`src/rtl/sys_ctrl_pkg.sv`:
```
// sys_ctrl_pkg
//   Shared definitions for the system controller: command opcodes,
//   ALU operand register addresses and the receive-decoder state encoding.
package sys_ctrl_pkg;

  localparam logic [7:0] CMD_WR      = 8'hAA;
  localparam logic [7:0] CMD_RD      = 8'hBB;
  localparam logic [7:0] CMD_ALU_OP  = 8'hCC;
  localparam logic [7:0] CMD_ALU_NOP = 8'hDD;

  localparam int unsigned OPA_ADDR = 0;
  localparam int unsigned OPB_ADDR = 1;

  // State literals carry an ST_ prefix so they cannot collide with the
  // decoder's ALU_FUN port once the package is wildcard-imported.
  typedef enum logic [3:0] {
    ST_IDLE,
    ST_WR_ADDR,
    ST_WR_DATA,
    ST_RD_ADDR,
    ST_RD_WAIT,
    ST_ALU_OPA,
    ST_ALU_OPB,
    ST_ALU_FUN,
    ST_ALU_WAIT
  } rx_state_e;

endpackage

```
`src/rtl/sys_ctrl_rx_timeout.sv`:
```
// sys_ctrl_rx_timeout
//   Loadable down-counter used as the frame watchdog of the receive decoder.
//   Only compiled when SYS_CTRL_RX_TIMEOUT_EN is defined.
// Ports:
//   CLK, RST     clock, asynchronous active-low reset
//   load_i       reload the counter (held high while idle / on progress)
//   expire_o     high for the cycle the counter has run down to zero
`ifdef SYS_CTRL_RX_TIMEOUT_EN
module sys_ctrl_rx_timeout #(
  parameter int unsigned TIMEOUT_CYCLES = 1023
) (
  input  logic CLK,
  input  logic RST,
  input  logic load_i,
  output logic expire_o
);

  localparam int unsigned CW = $clog2(TIMEOUT_CYCLES + 1);
  // Reload with N-1 so the owner spends exactly N cycles in a silent state.
  localparam logic [CW-1:0] LOAD_VAL = CW'(TIMEOUT_CYCLES - 1);

  logic [CW-1:0] cnt_q, cnt_d;

  always_comb begin
    cnt_d = cnt_q;
    if (load_i)            cnt_d = LOAD_VAL;
    else if (cnt_q != '0)  cnt_d = cnt_q - 1'b1;
  end

  always_ff @(posedge CLK or negedge RST) begin
    if (!RST) cnt_q <= LOAD_VAL;
    else      cnt_q <= cnt_d;
  end

  assign expire_o = (cnt_q == '0);

endmodule
`endif

```
`src/rtl/sys_ctrl_rx_decoder.sv`:
```
// sys_ctrl_rx_decoder
//   Receive-side half of the system controller. Decodes UART command frames
//   byte by byte into register-file write/read strobes, ALU operand writes,
//   ALU launches and the ALU clock-gate enable. All outputs are registered.
// Ports:
//   CLK, RST             clock, asynchronous active-low reset
//   RX_P_DATA, RX_D_VLD  received byte and its single-cycle valid strobe
//   OUT_Valid            ALU result valid (ends an ALU frame)
//   RdData_Valid         register-file read data valid (ends a read frame)
//   WrEn, RdEn           one-cycle register-file strobes
//   Address, WrData      register-file address / write data (hold between strobes)
//   ALU_EN, ALU_FUN      one-cycle ALU launch and its function code
//   CLK_EN               ALU clock-gate enable
// Build option:
//   SYS_CTRL_RX_TIMEOUT_EN  abort a stalled frame after TIMEOUT_CYCLES cycles
module sys_ctrl_rx_decoder
  import sys_ctrl_pkg::*;
#(
  parameter int unsigned DATA_WIDTH     = 8,
  parameter int unsigned ADDR_WIDTH     = 4,
  parameter int unsigned FUN_WIDTH      = 4,
  parameter int unsigned TIMEOUT_CYCLES = 1023
) (
  input  logic                  CLK,
  input  logic                  RST,
  input  logic [DATA_WIDTH-1:0] RX_P_DATA,
  input  logic                  RX_D_VLD,
  input  logic                  OUT_Valid,
  input  logic                  RdData_Valid,
  output logic                  WrEn,
  output logic                  RdEn,
  output logic [ADDR_WIDTH-1:0] Address,
  output logic [DATA_WIDTH-1:0] WrData,
  output logic                  ALU_EN,
  output logic [FUN_WIDTH-1:0]  ALU_FUN,
  output logic                  CLK_EN
);

  rx_state_e             state_q,    state_d;
  logic                  wr_en_q,    wr_en_d;
  logic                  rd_en_q,    rd_en_d;
  logic                  alu_en_q,   alu_en_d;
  logic                  clk_en_q,   clk_en_d;
  logic [ADDR_WIDTH-1:0] address_q,  address_d;
  logic [ADDR_WIDTH-1:0] addr_lat_q, addr_lat_d;
  logic [DATA_WIDTH-1:0] wr_data_q,  wr_data_d;
  logic [FUN_WIDTH-1:0]  alu_fun_q,  alu_fun_d;
  logic                  timeout_expired;

  always_comb begin
    state_d    = state_q;
    wr_en_d    = 1'b0;
    rd_en_d    = 1'b0;
    alu_en_d   = 1'b0;
    clk_en_d   = clk_en_q;
    address_d  = address_q;
    addr_lat_d = addr_lat_q;
    wr_data_d  = wr_data_q;
    alu_fun_d  = alu_fun_q;

    unique case (state_q)
      ST_IDLE: begin
        if (RX_D_VLD) begin
          if      (RX_P_DATA == DATA_WIDTH'(CMD_WR))      state_d = ST_WR_ADDR;
          else if (RX_P_DATA == DATA_WIDTH'(CMD_RD))      state_d = ST_RD_ADDR;
          else if (RX_P_DATA == DATA_WIDTH'(CMD_ALU_OP))  state_d = ST_ALU_OPA;
          else if (RX_P_DATA == DATA_WIDTH'(CMD_ALU_NOP)) state_d = ST_ALU_FUN;
        end
      end
      // The write address is parked in a private register so the visible
      // Address keeps its previous value until the WrEn strobe.
      ST_WR_ADDR: begin
        if (RX_D_VLD) begin
          addr_lat_d = RX_P_DATA[ADDR_WIDTH-1:0];
          state_d    = ST_WR_DATA;
        end
      end
      ST_WR_DATA: begin
        if (RX_D_VLD) begin
          wr_en_d   = 1'b1;
          address_d = addr_lat_q;
          wr_data_d = RX_P_DATA;
          state_d   = ST_IDLE;
        end
      end
      ST_RD_ADDR: begin
        if (RX_D_VLD) begin
          rd_en_d   = 1'b1;
          address_d = RX_P_DATA[ADDR_WIDTH-1:0];
          state_d   = ST_RD_WAIT;
        end
      end
      ST_RD_WAIT: begin
        if (RdData_Valid) state_d = ST_IDLE;
      end
      ST_ALU_OPA: begin
        if (RX_D_VLD) begin
          wr_en_d   = 1'b1;
          address_d = ADDR_WIDTH'(OPA_ADDR);
          wr_data_d = RX_P_DATA;
          state_d   = ST_ALU_OPB;
        end
      end
      ST_ALU_OPB: begin
        if (RX_D_VLD) begin
          wr_en_d   = 1'b1;
          address_d = ADDR_WIDTH'(OPB_ADDR);
          wr_data_d = RX_P_DATA;
          state_d   = ST_ALU_FUN;
        end
      end
      ST_ALU_FUN: begin
        if (RX_D_VLD) begin
          alu_en_d  = 1'b1;
          alu_fun_d = RX_P_DATA[FUN_WIDTH-1:0];
          clk_en_d  = 1'b1;
          state_d   = ST_ALU_WAIT;
        end
      end
      ST_ALU_WAIT: begin
        if (OUT_Valid) begin
          clk_en_d = 1'b0;
          state_d  = ST_IDLE;
        end
      end
      default: state_d = ST_IDLE;
    endcase

    // A stalled frame is abandoned without issuing its strobe; operand
    // writes that already went out stay in the register file.
    if (timeout_expired && state_q != ST_IDLE) begin
      state_d  = ST_IDLE;
      wr_en_d  = 1'b0;
      rd_en_d  = 1'b0;
      alu_en_d = 1'b0;
      clk_en_d = 1'b0;
    end
  end

`ifdef SYS_CTRL_RX_TIMEOUT_EN
  logic timeout_load;

  // Reloaded while idle and on every state change; accepted bytes always
  // advance the state, so that covers byte activity as well.
  assign timeout_load = (state_q == ST_IDLE) || (state_d != state_q);

  sys_ctrl_rx_timeout #(
    .TIMEOUT_CYCLES(TIMEOUT_CYCLES)
  ) u_timeout (
    .CLK     (CLK),
    .RST     (RST),
    .load_i  (timeout_load),
    .expire_o(timeout_expired)
  );
`else
  assign timeout_expired = 1'b0;
`endif

  always_ff @(posedge CLK or negedge RST) begin
    if (!RST) begin
      state_q    <= ST_IDLE;
      wr_en_q    <= 1'b0;
      rd_en_q    <= 1'b0;
      alu_en_q   <= 1'b0;
      clk_en_q   <= 1'b0;
      address_q  <= '0;
      addr_lat_q <= '0;
      wr_data_q  <= '0;
      alu_fun_q  <= '0;
    end else begin
      state_q    <= state_d;
      wr_en_q    <= wr_en_d;
      rd_en_q    <= rd_en_d;
      alu_en_q   <= alu_en_d;
      clk_en_q   <= clk_en_d;
      address_q  <= address_d;
      addr_lat_q <= addr_lat_d;
      wr_data_q  <= wr_data_d;
      alu_fun_q  <= alu_fun_d;
    end
  end

  assign WrEn    = wr_en_q;
  assign RdEn    = rd_en_q;
  assign ALU_EN  = alu_en_q;
  assign CLK_EN  = clk_en_q;
  assign Address = address_q;
  assign WrData  = wr_data_q;
  assign ALU_FUN = alu_fun_q;

endmodule

```
`config.mk`:
```
export PLATFORM = sky130hd
export DESIGN_NAME = sys_ctrl_rx_decoder
export DESIGN_NICKNAME = d
export VERILOG_FILES = /design/src/rtl/sys_ctrl_pkg.sv /design/src/rtl/sys_ctrl_rx_timeout.sv /design/src/rtl/sys_ctrl_rx_decoder.sv
export SDC_FILE = /design/constraint.sdc
export NUM_CORES = 1
export LEC_CHECK = 0
export CAP_MARGIN = 30
export CORE_ASPECT_RATIO = 1.25
export CORE_MARGIN = 10
export CORE_UTILIZATION = 48
export DETAILED_ROUTE_END_ITERATION = 6
export PLACE_DENSITY = 0.78
export SLEW_MARGIN = 20
export SYNTH_ARGS = -nofsm -noshare
export SYNTH_HDL_FRONTEND = slang
export SYNTH_SLANG_ARGS = --single-unit
export TNS_END_PERCENT = 30
```
`constraint.sdc`:
```
create_clock -name CLK -period 1.9 [get_ports CLK]
set_input_delay 0.19 -clock CLK [delete_from_list [all_inputs] [get_ports CLK]]
set_output_delay 0.19 -clock CLK [all_outputs]
set_load 0.1 [all_outputs]
```
==> results.yml <==
status:
  status: "complete, no violations"
grt:
  grtUsageTotal_pct: 13.1
  grt_pass1_vias: 1202
  grt_max_degree: 29
  grt_pass1_wl_um: 5680
  antenna_found_initial: 0
  overflow: 0
placed_design:
  dpl.cell_count: 191
  dp_hpwl_um: 2580
  place_congestion: 0.833
  io_buffers: 32
drt:
  wl_um: 3350
  ant_nets: 0
  avgRoutedWirePerCell_um: 17.2
  vias: 1085
  drt_iter0_drc: 34
  vias_per_cell: 5.56
  drtPass1Iterations: 4
  drc: 0
sta:
  worst_clock_skew_ps: 10.8
  finalSetupViolCount: 0
  tightest_slew_ps: 473
  fmax_ghz: 0.566
  finalCritPeriodShare_pct: 93.1
  rsz0062_at_grt: "false"
  holdWs_ps: 222
  report.final.slew_viol_count: 0
  period_minus_slack_ps: 1770
  finalHoldViolations: 0
  relSlewSlack_pct: 68.5
worst_setup_path:
  cp_data_arrival_time_ps: 1990
  worst-path-buf-inv: 0
  crit_chain: "nand3b_1 > a21oi_4 > mux2_2"
  crit_path_end_kind: "register"
  timing.rr.start: "state_q[2]"
  r2r_slack_ps: 130
  critPathTopFamily: "flip-flops"
  crit_path_start_kind: "register"
  crit_required_ps: 2120
  rr_worst_depth: 3
  r2r-end: "WrData[0]"
  worstPathMaxFanout: 16
  crit_slowest_cell: "dfrtp_1"
  worst_path_largest_cell_delay_ps: 660
  crit_type: "reg -> reg"
logic_synthesis:
  synth_largest_area_cell: "dfrtp_1"
  netlist_instances: 117
  ys_warn_count: 0
  syn_avg_cell_area_um2: 11.7
  syn_nets: 130
  synth_top_cell_area_share_pct: 51.1
  synthDistinctLibCells: 41
  syn_area_mm2: 0.00137
  synth.area.top_cells: "dfrtp_1, mux2_2, o21ai_0"
  dominantRegCellSynth: "dfrtp_1"
  synth_edf_count: 0
  ys_ff_latch: 28
  ys_seq_area_share_pct: 51.1
  async_flop_share_pct: 100
clock_tree:
  clock_sinks: 28
  insertion_delay_ps: 330
  cts_resized: 0
  clockBufferDepth: 2
  clockRootBuffer: "clkbuf_4"
  clk_pin_slew_ps: 150
  cts_max_level: 1
  cts_setup_buffers: 0
  cts_buffers: 3
  cts_tree: "yes"
  cts_hold_buf: 0
finish:
  fin_cells: 195
  antennaDiodeCount: 0
  synthToLayoutAreaGrowth_pct: 29.4
  final_net_count: 175
  drive_gt1_share_pct: 36.0
floorplan:
  die_y_um: 79.8
  io_pins: 33
  rows: 21
  dieArea_mm2: 0.00541
  core_area_mm2: 0.00271
  die_w_um: 67.8
  start_util_pct: 50.7
hold_path:
  min_path_type: "in -> async"
job:
  drv_cap: 0
-- worst max-delay path by stage --
| stage | start | endpoint | slack, ps | depth (start not counted) |
|---|---|---|---|---|
| global placement | RX_P_DATA[1] | state_q[2] | -8 | 5 |
| global route | state_q[1] | Address[2] | 6 | 5 |
| detailed placement | RX_P_DATA[1] | state_q[2] | -40 | 5 |
| finish | state_q[2] | WrData[0] | 130 | 3 |
| CTS | state_q[2] | WrData[0] | 150 | 3 |
| floorplan | state_q[1] | state_q[2] | 350 | 3 |
-- per-stage QoR --
stage | util (%) | setup WS (ps) | instance area (um^2) | setup TNS (ps)
5_1_grt | 65.6 | 6.38 | 1770 | 0
2_1_floorplan | - | 350 | 1370 | 0
3_5_place_dp | 64.2 | -41.0 | 1740 | -41.0
6_report | 65.6 | 132 | 1770 | 0
4_1_cts | 65.6 | 148 | 1770 | 0
3_3_place_gp | 64.2 | -7.88 | 1740 | -7.88
-- final cells by class --
type | count | area (um^2)
Tap cell | 34 | 42.5
Sequential cell | 28 | 701
Clock buffer | 4 | 36.3
Inverter | 5 | 18.8
Fill cell | 220 | 932
Multi-Input combinational cell | 80 | 616
Timing Repair Buffer | 44 | 360
-- layer usage --
layer / vias up / routed length (um) / track usage (%)
met4: 0 / 36 / 4.84
met3: 6 / 204 / 4.21
met5: - / 0 / 0
met1: 526 / 1320 / 14.3
met2: 34 / 1780 / 22.9
li1: 519 / - / -
-- cells in the mapped netlist, types with 2 or more instances --
library cell   n
dfrtp_1       28
mux2_2        17
nor2_1         8
o21ai_0        7
a21oi_1        5
inv_1          5
nand2_1        4
a31oi_1        3
nand4_1        3
and2_1         2
clkbuf_8       2
nand3b_1       2
nor3b_1        2
o2111ai_1      2
-- registers in the layout, summed over array words and instances (netlist names) --
register / count
Address: 4
RdEn: 1
CLK_EN: 1
addr_lat_q: 4
WrEn: 1
ALU_EN: 1
WrData: 8
state_q: 4
ALU_FUN: 4
-- cells in the final DEF (no fill, tap or decap), drive strengths merged, types with 2 or more instances in the layout --
cell type      instances
nor3b                  2
clkdlybuf4s50         12
nand2                  4
a31oi                  3
mux2                  18
and2                   2
nor2                   8
inv                    5
o21ai                  7
buf                   32
clkbuf                 4
nand4                  3
and4bb                 2
o2111ai                2
a21oi                  7
nand3b                 2
dfrtp                 28
-- kinds of logic after synthesis --
kind of cell / synth area share, %
buffers and inverters: 4.01
DFF: 51.1
xor gates and xnor gates: 1.28
AOI/OAI and AO/OA: 14.9
and+or+nand+nor: 13.7
muxes: 15.1
Power is not shown: default switching activity piles up to over one toggle a cycle in this logic, so the estimate is an artifact.
